**src/rtl/z16_sequencer.sv**
```systemverilog
// Z16 multi-cycle control FSM: owns the PC and steps each instruction through fetch/decode/exec/mem/wb.
// Optional Z16_SEQ_PERF_EN macro adds the o_retired instruction counter.
module z16_sequencer #(
  parameter logic [15:0] PC_RESET = 16'h0000,
  parameter logic [15:0] PC_STEP  = 16'h0002,
  parameter int unsigned TIMEOUT  = 16
) (
  input  logic        i_clk,
  input  logic        i_rst,
  input  logic        i_imem_ack,
  output logic        o_imem_req,
  output logic        o_ir_we,
  input  logic [3:0]  i_opcode,
  input  logic        i_rd_wen,
  input  logic        i_mem_wen,
  input  logic        i_cond,
  input  logic [15:0] i_target,
  input  logic        i_dmem_ack,
  output logic        o_dmem_req,
  output logic        o_dmem_we,
  output logic        o_rf_wen,
  output logic [15:0] o_pc,
  output logic [2:0]  o_state,
  output logic        o_fault
`ifdef Z16_SEQ_PERF_EN
  ,
  output logic [31:0] o_retired
`endif
);

  typedef enum logic [2:0] {
    ST_FETCH  = 3'd0,
    ST_DECODE = 3'd1,
    ST_EXEC   = 3'd2,
    ST_MEM    = 3'd3,
    ST_WB     = 3'd4,
    ST_FAULT  = 3'd7
  } state_t;

  localparam logic [15:0] TO_LAST = 16'(TIMEOUT - 1);

  state_t      state;
  logic [15:0] pc;
  logic [15:0] wait_cnt;
  logic [3:0]  op_q;
  logic        rdw_q;
  logic        memw_q;
  logic        fault_q;
  logic        is_mem;
  logic        take;
  logic        timeout_hit;

  assign is_mem      = (op_q == 4'hA) || (op_q == 4'hB);
  assign take        = (op_q == 4'hC) || (op_q == 4'hD) ||
                       (((op_q == 4'hE) || (op_q == 4'hF)) && i_cond);
  assign timeout_hit = (TIMEOUT != 0) && (wait_cnt == TO_LAST);

  // Handshake: a request stays high for the whole FETCH/MEM state; the transfer
  // completes in the cycle its ack is seen with the request high. Acks seen at
  // any other time, or for the other memory, are ignored.
  assign o_imem_req = (state == ST_FETCH);
  assign o_ir_we    = (state == ST_FETCH) && i_imem_ack;
  assign o_dmem_req = (state == ST_MEM);
  assign o_dmem_we  = (state == ST_MEM) && memw_q;
  assign o_rf_wen   = (state == ST_WB) && rdw_q;
  assign o_pc       = pc;
  assign o_state    = state;
  assign o_fault    = fault_q;

  always_ff @(posedge i_clk) begin
    if (i_rst) begin
      state    <= ST_FETCH;
      pc       <= PC_RESET;
      wait_cnt <= '0;
      fault_q  <= 1'b0;
      op_q     <= '0;
      rdw_q    <= 1'b0;
      memw_q   <= 1'b0;
    end else begin
      case (state)
        ST_FETCH: begin
          if (i_imem_ack) begin
            state    <= ST_DECODE;
            wait_cnt <= '0;
          end else if (timeout_hit) begin
            state    <= ST_FAULT;
            fault_q  <= 1'b1;
            wait_cnt <= '0;
          end else begin
            wait_cnt <= wait_cnt + 16'd1;
          end
        end
        ST_DECODE: begin
          op_q   <= i_opcode;
          rdw_q  <= i_rd_wen;
          memw_q <= i_mem_wen;
          state  <= ST_EXEC;
        end
        ST_EXEC: begin
          state <= is_mem ? ST_MEM : ST_WB;
        end
        ST_MEM: begin
          if (i_dmem_ack) begin
            state    <= ST_WB;
            wait_cnt <= '0;
          end else if (timeout_hit) begin
            state    <= ST_FAULT;
            fault_q  <= 1'b1;
            wait_cnt <= '0;
          end else begin
            wait_cnt <= wait_cnt + 16'd1;
          end
        end
        ST_WB: begin
          pc    <= take ? i_target : pc + PC_STEP;
          state <= ST_FETCH;
        end
        ST_FAULT: begin
          state <= ST_FAULT;
        end
        default: begin
          state   <= ST_FAULT;
          fault_q <= 1'b1;
        end
      endcase
    end
  end

`ifdef Z16_SEQ_PERF_EN
  logic [31:0] retired_q;

  // Counts WB cycles only, so it naturally freezes in FAULT.
  always_ff @(posedge i_clk) begin
    if (i_rst) begin
      retired_q <= '0;
    end else if (state == ST_WB) begin
      retired_q <= retired_q + 32'd1;
    end
  end

  assign o_retired = retired_q;
`endif

endmodule

```
**config.mk**
```make
export PLATFORM = sky130hd
export DESIGN_NAME = z16_sequencer
export DESIGN_NICKNAME = d
export VERILOG_FILES = /design/src/rtl/z16_sequencer.sv
export SDC_FILE = /design/constraint.sdc
export NUM_CORES = 1
export LEC_CHECK = 0
export ABC_CLOCK_PERIOD_IN_PS = 2400
export CAP_MARGIN = 20
export CORE_AREA = 2 2 79 81
export DETAILED_ROUTE_END_ITERATION = 16
export DIE_AREA = 0 0 81 83
export PLACE_DENSITY = 0.76
export SLEW_MARGIN = 0
export SYNTH_ARGS = -nofsm -noshare
export SYNTH_HDL_FRONTEND = slang
export SYNTH_SLANG_ARGS = --single-unit
```
**constraint.sdc**
```tcl
create_clock -name i_clk -period 2.4 [get_ports i_clk]
set_input_delay 0.48 -clock i_clk [delete_from_list [all_inputs] [get_ports i_clk]]
set_output_delay 0.48 -clock i_clk [all_outputs]
set_load 0.02 [all_outputs]
```
==> results of run 1 <==
## cell usage in the layout (no fill, tap or decap), types with 3 or more instances in the layout
master           count
a22oi_1              5
clkdlybuf4s50_1     49
nor2_1              16
dfxtp_1             39
o32ai_1              4
or4_1                4
buf_4               18
nand2b_1             3
a211oi_1             5
nand3_1             19
o21ai_0             15
nand4_1             21
a31oi_1             13
and4_1               4
nor3_1               4
nand4bb_1            5
nand2_1             25
mux2i_1             10
nor2b_1              4
a21oi_1             22
and2_1               5
and3_1               7
o211ai_1             4
clkbuf_8             6
a32oi_1              4
o2111ai_1            3
inv_1               10
nor4_1               8
## power breakdown
part | total [uW] | switching [uW] | internal [uW]
clock | 584 | 244 | 340
combinational | 987 | 544 | 444
sequential | 851 | 104 | 747
total | 2420 | 892 | 1530
## per-layer routing
metal	vias to the layer above	wire length, um	GRT usage
met3	11	274	0.0402
met1	1276	3240	0.273
met4	0	137	0.0894
met5	-	0	0
met2	72	3330	0.354
li1	1357	-	-
## registers in the layout, summed over array words and instances (netlist names)
register / flops
op_q: 3
rdw_q: 1
memw_q: 1
o_fault: 1
wait_cnt: 16
o_state: 3
o_pc: 16
## through the flow
step           utilization  worst slack [ps]  instances  total power [uW]  hold slack (ps)
6_report             0.574               162        449              2420              493
5_1_grt              0.574              78.5        449              2560              523
4_1_cts              0.573              1.97        449              2420              497
3_5_place_dp         0.553               235        441              1840              474
3_3_place_gp         0.553               231        441              1830              467
2_1_floorplan            -               355        323              1480              452
## logic make-up after synthesis
kind of cell               after synthesis
and+or+nand+nor                        136
AOI/OAI and AO/OA                       98
DFF                                     41
buffers and inverters                   35
muxes                                   10
adders and majority gates                2
xor gates and xnor gates                 1
## worst max-delay path, stage by stage, from the launching register on
cell,delay (ps)
dfxtp_2,420
nor3b_1,270
and2_1,160
clkdlybuf4s50_1,610
## area by class of cell
type	count	area share
well taps	75	0.0281
clock buffers	7	0.0258
inverters	10	0.0112
multi-input cells	247	0.488
repair buffers	68	0.191
clock inverters	1	0.00899
flip-flops and latches	41	0.246
## final timing paths
path	endpoint	slack, ps	cells past startpoint
hold reg to reg	rdw_q	490	2
setup / recovery	o_rf_wen	160	3
setup reg to reg	wait_cnt[15]	370	5
hold / removal	rdw_q	490	2
## repair_timing
item / 4_1_cts / 5_1_grt
resized for setup: 0 / 4
setup endpoints to repair: 0 / 3
endpoints found under the hold margin: 0 / 0
==> impl_metrics.json, run 1 <==
{
  "critPathLaunchType": "register",
  "io_pins": 52,
  "netlist_area_um2": 2590,
  "yosys.area_share.simple": 0.307,
  "relSlewSlack": 0.605,
  "cts_setup_buffers": 0,
  "cts_tree": "done",
  "die_area_um2": 6720,
  "ys_ff_latch": 41,
  "final_cell_area_um2": 3340,
  "cp_data_arrival_time_ps": 1760,
  "cap_violations": 0,
  "synth_area_leaders": "dfxtp_1 (32%), nand4_1 (5.1%), a21oi_1 (4.2%)",
  "synth_top_area_frac": 0.317,
  "drv_slew": 0,
  "hpwl_mm": 5.07,
  "gp_congestion": 0.970,
  "async_reset_ff_frac": 0,
  "wire_per_inst_um": 15.5,
  "multi_input_area_um2": 1630,
  "yosys_warnings": 0,
  "setup_tns_ps": 0,
  "r2r_start": "o_state[0]",
  "grt_pass1_vias": 2556,
  "synth_top_flop_cell": "dfxtp_1",
  "synth_top_family_by_area": "simple AND/OR/NAND/NOR gates",
  "via_count": 2716,
  "clockBufferDepth": 2,
  "leakage_uw": 0.00107,
  "min-delay-start": "rdw_q",
  "drive_above_1_share": 0.102,
  "status": "complete, no violations",
  "grt_usage": 0.216,
  "powerDensity_nw_per_um2": 725,
  "htreeDepth": 2,
  "fp.dieW_um": 81,
  "grt_max_degree": 24,
  "start_util": 0.446,
  "fill_cells": 565,
  "clockRootBuffer": "clkbuf_8",
  "clock_skew_ps": 16.1,
  "end_kind": "output pin",
  "hold_violations": 0,
  "regArea_um2": 823,
  "path_class": "reg -> out",
  "synth.distinct_cells": 57,
  "synth_edf_count": 0,
  "yosys-top-cells-count": "dfxtp_1 (41), nand2_1 (25), a21oi_1 (22)",
  "fin_crit_sh": 0.933,
  "critPathLaunch": "o_state[2]",
  "critical_path.max_fanout": 9,
  "vdd_ir_drop_max_v": 0.000716,
  "cp.required_ps": 1920,
  "io_buffers": 50,
  "via_per_inst": 6.05,
  "clk_latency_ps": 300,
  "overflow": 0,
  "post-route-drc-count": 0,
  "fin_nets": 402,
  "finalCriticalPeriod_ps": 2240,
  "syn_inst": 323,
  "routed_wirelength_mm": 6.98,
  "grt_pass1_wl_mm": 11.8,
  "synth_nets": 352,
  "cts_buffers": 5,
  "antenna_found_initial": 0,
  "synth_xor_xnor_area_share": 0.00627,
  "rsz0062_at_grt": "no",
  "setup_viol": 0,
  "worstHoldPathType": "reg -> reg",
  "clkTransAtPathRegs_ps": 80,
  "yosys.area.top_type": "dfxtp_1",
  "cts_hold_buf": 0,
  "dpl_cell_area_um2": 3210,
  "die_h_um": 83,
  "cts_sinks": 41,
  "ant_nets": 0,
  "core.rowCount": 28,
  "coreArea_um2": 5820,
  "areaGrowthSynthToFinish_pct": 28.9,
  "yosysSeqAreaShare": 0.317,
  "yosysMostFrequentCell": "dfxtp_1",
  "synth_mux_area_frac": 0.0386,
  "synth-adder-area-share": 0.00965,
  "syn_area_per_cell_um2": 8.03,
  "dr.pass1.iters": 4,
  "antenna_cells": 0,
  "max_freq_ghz": 0.447,
  "worstMarginPinSlew_ps": 590,
  "drtIter0Drc": 140,
  "synth_compound_area_frac": 0.266
}
(Power assumes the default switching activity.)
==> run 2: changes to the inputs <==
Settings changed: CORE_AREA 2 2 79 81 to 2 2 68 95, DIE_AREA 0 0 81 83 to 0 0 70 97, PLACE_DENSITY 0.76 to 0.75, SETUP_SLACK_MARGIN set to 0.15.
==> run 2 against run 1 <==
  * Utilization down 0.49 points
  * Global-route usage grew 0.51 points
  * Highest routed layer unchanged
  * Power decreased by 1.9%
  * Clock skew is 6.6 ps lower
  * Wire length increased by 7.5%
  * Non-clock buffer count grew 1
  * Sequential share of layout area barely moved
  * Largest power group unchanged
  * Sequential power grew 1%
  * Flip-flop and latch count is the same
==> impl_metrics.json, run 2 (synthesis gave the netlist of run 1 again) <==
{
  "drive_above_1_share": 0.107,
  "grt_usage": 0.221,
  "fp.dieW_um": 70,
  "via_per_inst": 6.40,
  "p_total_uw": 2380,
  "io_buffers": 50,
  "routed_wirelength_mm": 7.51,
  "die_h_um": 97,
  "cp_data_arrival_time_ps": 1570,
  "worstMarginPinSlew_ps": 486,
  "coreArea_um2": 5860,
  "cts_buffers": 5,
  "dr.pass1.iters": 5,
  "busiest_layer": "met2",
  "fill_cells": 553,
  "antenna_found_initial": 0,
  "final_common_cell": "clkdlybuf4s50_1",
  "final_cell_area_um2": 3340,
  "setup_viol": 0,
  "antenna_cells": 0,
  "cts_tree": "done",
  "rsz0062_at_grt": "no",
  "htreeDepth": 2,
  "grt_max_degree": 22,
  "clockRootBuffer": "clkbuf_8",
  "fin_nets": 403,
  "met3_usage": 0.0354,
  "dpl_cell_area_um2": 3220,
  "max_freq_ghz": 0.488,
  "worstHoldPathType": "reg -> reg",
  "start_util": 0.442,
  "setup_tns_ps": 0,
  "via_count": 2840,
  "clockBufferDepth": 2,
  "cts_hold_buf": 0,
  "clkTransAtPathRegs_ps": 80,
  "final_cell_mix": "clkdlybuf4s50_1 (45), dfxtp_1 (38), nand2_1 (25)",
  "vdd_ir_drop_max_v": 0.000322,
  "drv_slew": 0,
  "core.rowCount": 33,
  "grt_pass1_wl_mm": 12.3,
  "drtIter0Drc": 183,
  "hold_violations": 0,
  "multi_input_area_um2": 1640,
  "regArea_um2": 825,
  "hpwl_mm": 5.46,
  "crit_slowest_cell": "clkdlybuf4s50_1",
  "io_pins": 52,
  "wire_per_inst_um": 16.9,
  "grt_util_met2": 0.405,
  "die_area_um2": 6790,
  "overflow": 0,
  "gp_congestion": 0.893,
  "grt_pass1_vias": 2577,
  "areaGrowthSynthToFinish_pct": 28.8,
  "post-route-util": 0.570,
  "clock_skew_ps": 9.41,
  "relSlewSlack": 0.676,
  "cts_sinks": 41,
  "leakage_uw": 0.00111,
  "cap_violations": 0,
  "cp.required_ps": 1920,
  "finalNonFillerCells": 444,
  "clk_latency_ps": 300,
  "path_class": "reg -> out",
  "finalCriticalPeriod_ps": 2050,
  "powerDensity_nw_per_um2": 712,
  "critical_path.max_fanout": 11,
  "status": "complete, no violations",
  "path_cells": "buf_4, clkdlybuf4s50_1",
  "critPathLaunchType": "register",
  "end_kind": "output pin",
  "fin_crit_sh": 0.854,
  "ant_nets": 0,
  "use_met1": 0.253,
  "post-route-drc-count": 0,
  "cpPeakStageDelay_ps": 610,
  "place_inst": 437
}
-- run 2: stage by stage --
stage / hold WS (ps) / worst slack (ps)
2_1_floorplan: 452 / 355
3_3_place_gp: 464 / 175
3_5_place_dp: 477 / 167
4_1_cts: 498 / 112
5_1_grt: 530 / 223
6_report: 490 / 350
-- run 2: routing by layer --
metal	part of all wire	wire [um]
met5	0	0
met4	0.020	147
met3	0.061	459
met1	0.39	2900
met2	0.53	4000
-- run 2: final cells by class --
class / count / area share
Inverter: 10 / 0.0112
Sequential cell: 41 / 0.247
Clock inverter: 2 / 0.0105
Timing Repair Buffer: 69 / 0.194
Tap cell: 70 / 0.0262
Clock buffer: 5 / 0.0206
Multi-Input combinational cell: 247 / 0.490
-- run 2: critical path: cells and delay by family, from the launching register on --
family / cells / cell delay [ps]
buffers and inverters: 2 / 820
DFF: 1 / 460
-- run 2: power breakdown --
| group | switching (uW) | internal [uW] | total (uW) |
|---|---|---|---|
| Clock | 246 | 303 | 548 |
| Combinational | 548 | 419 | 967 |
| Sequential | 113 | 749 | 862 |
| Total | 907 | 1470 | 2380 |
-- run 2: what timing repair did --
| action | 4_1_cts | 5_1_grt |
|---|---|---|
| resized for setup | 4 | 6 |
| buffers inserted | 0 | 0 |
| endpoints found under the setup margin | 4 | 5 |
-- run 2: path summary, 6_finish.rpt --
check / endpoint / cells after the start / startpoint / slack (ps)
worst max register to register: wait_cnt[14] / 5 / wait_cnt[0] / 440
worst max-delay path: o_state[1] / 2 / o_state[1] / 350
worst min-delay path: o_fault / 1 / o_fault / 490
worst min register to register: o_fault / 1 / o_fault / 490
==> run 3: changes to the inputs <==
==> constraint.sdc (replaced) <==
create_clock -name i_clk -period 2.4 [get_ports i_clk]
set_input_delay 0.36 -clock i_clk [delete_from_list [all_inputs] [get_ports i_clk]]
set_output_delay 0.36 -clock i_clk [all_outputs]
set_load 0.02 [all_outputs]
==> run 3 against run 2 <==
  * Worst setup slack lost 47 ps
  * Largest cell class unchanged
  * Utilization shrank 0.88 points
  * Flip-flop and latch count is the same
  * Final cell count shrank 0.23%
  * Fmax shrank 2.2%
  * Sequential power shrank 2%
  * First-iteration DRC count shrank 11%
  * Die area is the same
  * Wire length shrank 3.3%
  * Critical path depth grew 1
  * Highest routed layer unchanged
==> impl_metrics.json, run 3 (synthesis gave the netlist of run 1 again) <==
{
  "cap_violations": 0,
  "critPathLaunchType": "register",
  "min-delay-start": "o_fault",
  "htreeDepth": 2,
  "setup_tns_ps": 0,
  "start_util": 0.442,
  "path_class": "reg -> out",
  "crit_slowest_cell": "clkdlybuf4s50_1",
  "max_freq_ghz": 0.477,
  "die_h_um": 97,
  "clockBufferDepth": 2,
  "drv_slew": 0,
  "fin_nets": 401,
  "coreArea_um2": 5860,
  "r2r_start": "wait_cnt[0]",
  "clock_skew_ps": 6.74,
  "leakage_uw": 0.00107,
  "finalCriticalPeriod_ps": 2100,
  "grt_pass1_wl_mm": 12.2,
  "cts_sinks": 41,
  "cp.required_ps": 2040,
  "areaGrowthSynthToFinish_pct": 26.8,
  "fp.dieW_um": 70,
  "routed_wirelength_mm": 7.25,
  "clkTransAtPathRegs_ps": 80,
  "cp_data_arrival_time_ps": 1740,
  "critical_path.max_fanout": 12,
  "final_common_cell": "clkdlybuf4s50_1",
  "vdd_ir_drop_max_v": 0.000441,
  "io_pins": 52,
  "critPathLaunch": "o_state[1]",
  "place_inst": 435,
  "cpPeakStageDelay_ps": 640,
  "post_cts_resized": 2,
  "via_count": 2755,
  "wire_per_inst_um": 16.4,
  "post-route-drc-count": 0,
  "via_per_inst": 6.22,
  "antenna_found_initial": 0,
  "setup_viol": 0,
  "grt_max_degree": 25,
  "cts_tree": "done",
  "end_kind": "output pin",
  "powerDensity_nw_per_um2": 687,
  "finalNonFillerCells": 443,
  "fin_crit_sh": 0.874,
  "drtIter0Drc": 162,
  "grt_usage": 0.217,
  "cts_setup_buffers": 0,
  "dr.pass1.iters": 4,
  "worstMarginPinSlew_ps": 528,
  "drive_above_1_share": 0.0938,
  "relSlewSlack": 0.647,
  "cts_hold_buf": 0,
  "clockRootBuffer": "clkbuf_8",
  "clk_latency_ps": 290,
  "overflow": 0,
  "final_cell_mix": "clkdlybuf4s50_1 (47), dfxtp_1 (40), nand2_1 (25)",
  "path_cells": "buf_4, nor3_1, clkdlybuf4s50_1",
  "ant_nets": 0,
  "rsz0062_at_grt": "no",
  "cts_buffers": 5,
  "die_area_um2": 6790,
  "gp_congestion": 0.896,
  "io_buffers": 50,
  "hpwl_mm": 5.32,
  "antenna_cells": 0,
  "status": "complete, no violations",
  "worstHoldPathType": "reg -> reg",
  "grt_pass1_vias": 2665,
  "hold_violations": 0,
  "core.rowCount": 33
}
## run 3: critical path, delay by kind of cell, from the launching register on
kind / cells / cell delay (ps)
buffers and inverters: 2 / 860
flip-flops: 1 / 410
AND/OR/NAND/NOR: 1 / 170
## run 3: layout make-up
class / instances / area (um^2)
clock buffers: 6 / 72.6
clock inverters: 2 / 10.0
fillers: 558 / 2570
inverters: 10 / 37.5
multi-input cells: 247 / 1630
flip-flops and latches: 41 / 822
well taps: 70 / 87.6
repair buffers: 67 / 632
## run 3: final timing paths
path                   to  cells past startpoint  slack, ps
max            o_imem_req                      3        300
min               o_fault                      1        480
max reg2reg  wait_cnt[14]                      5        480
min reg2reg       o_fault                      1        480
## run 3: layer usage
metal	share of wire	up-vias	track usage
li1	-	1357	-
met1	0.40	1292	0.247
met2	0.53	90	0.388
met3	0.052	16	0.0385
met4	0.023	0	0.0962
met5	0	-	0
## run 3: metrics by stage
stage               worst slack (ps)  hold slack (ps)  utilization  power (uW)  area (um^2)
floorplan                        466              452            -        1480         2590
global placement                 395              465        0.546        1810         3200
detailed placement               370              471        0.546        1820         3200
CTS                              154              490        0.560        2270         3280
global route                     174              509        0.561        2390         3290
finish                           303              481        0.561        2260         3290
## run 3: power breakdown
group          switching, uW  internal [uW]  total, uW
sequential              99.8            746        846
combinational            547            418        965
clock                    245            202        447
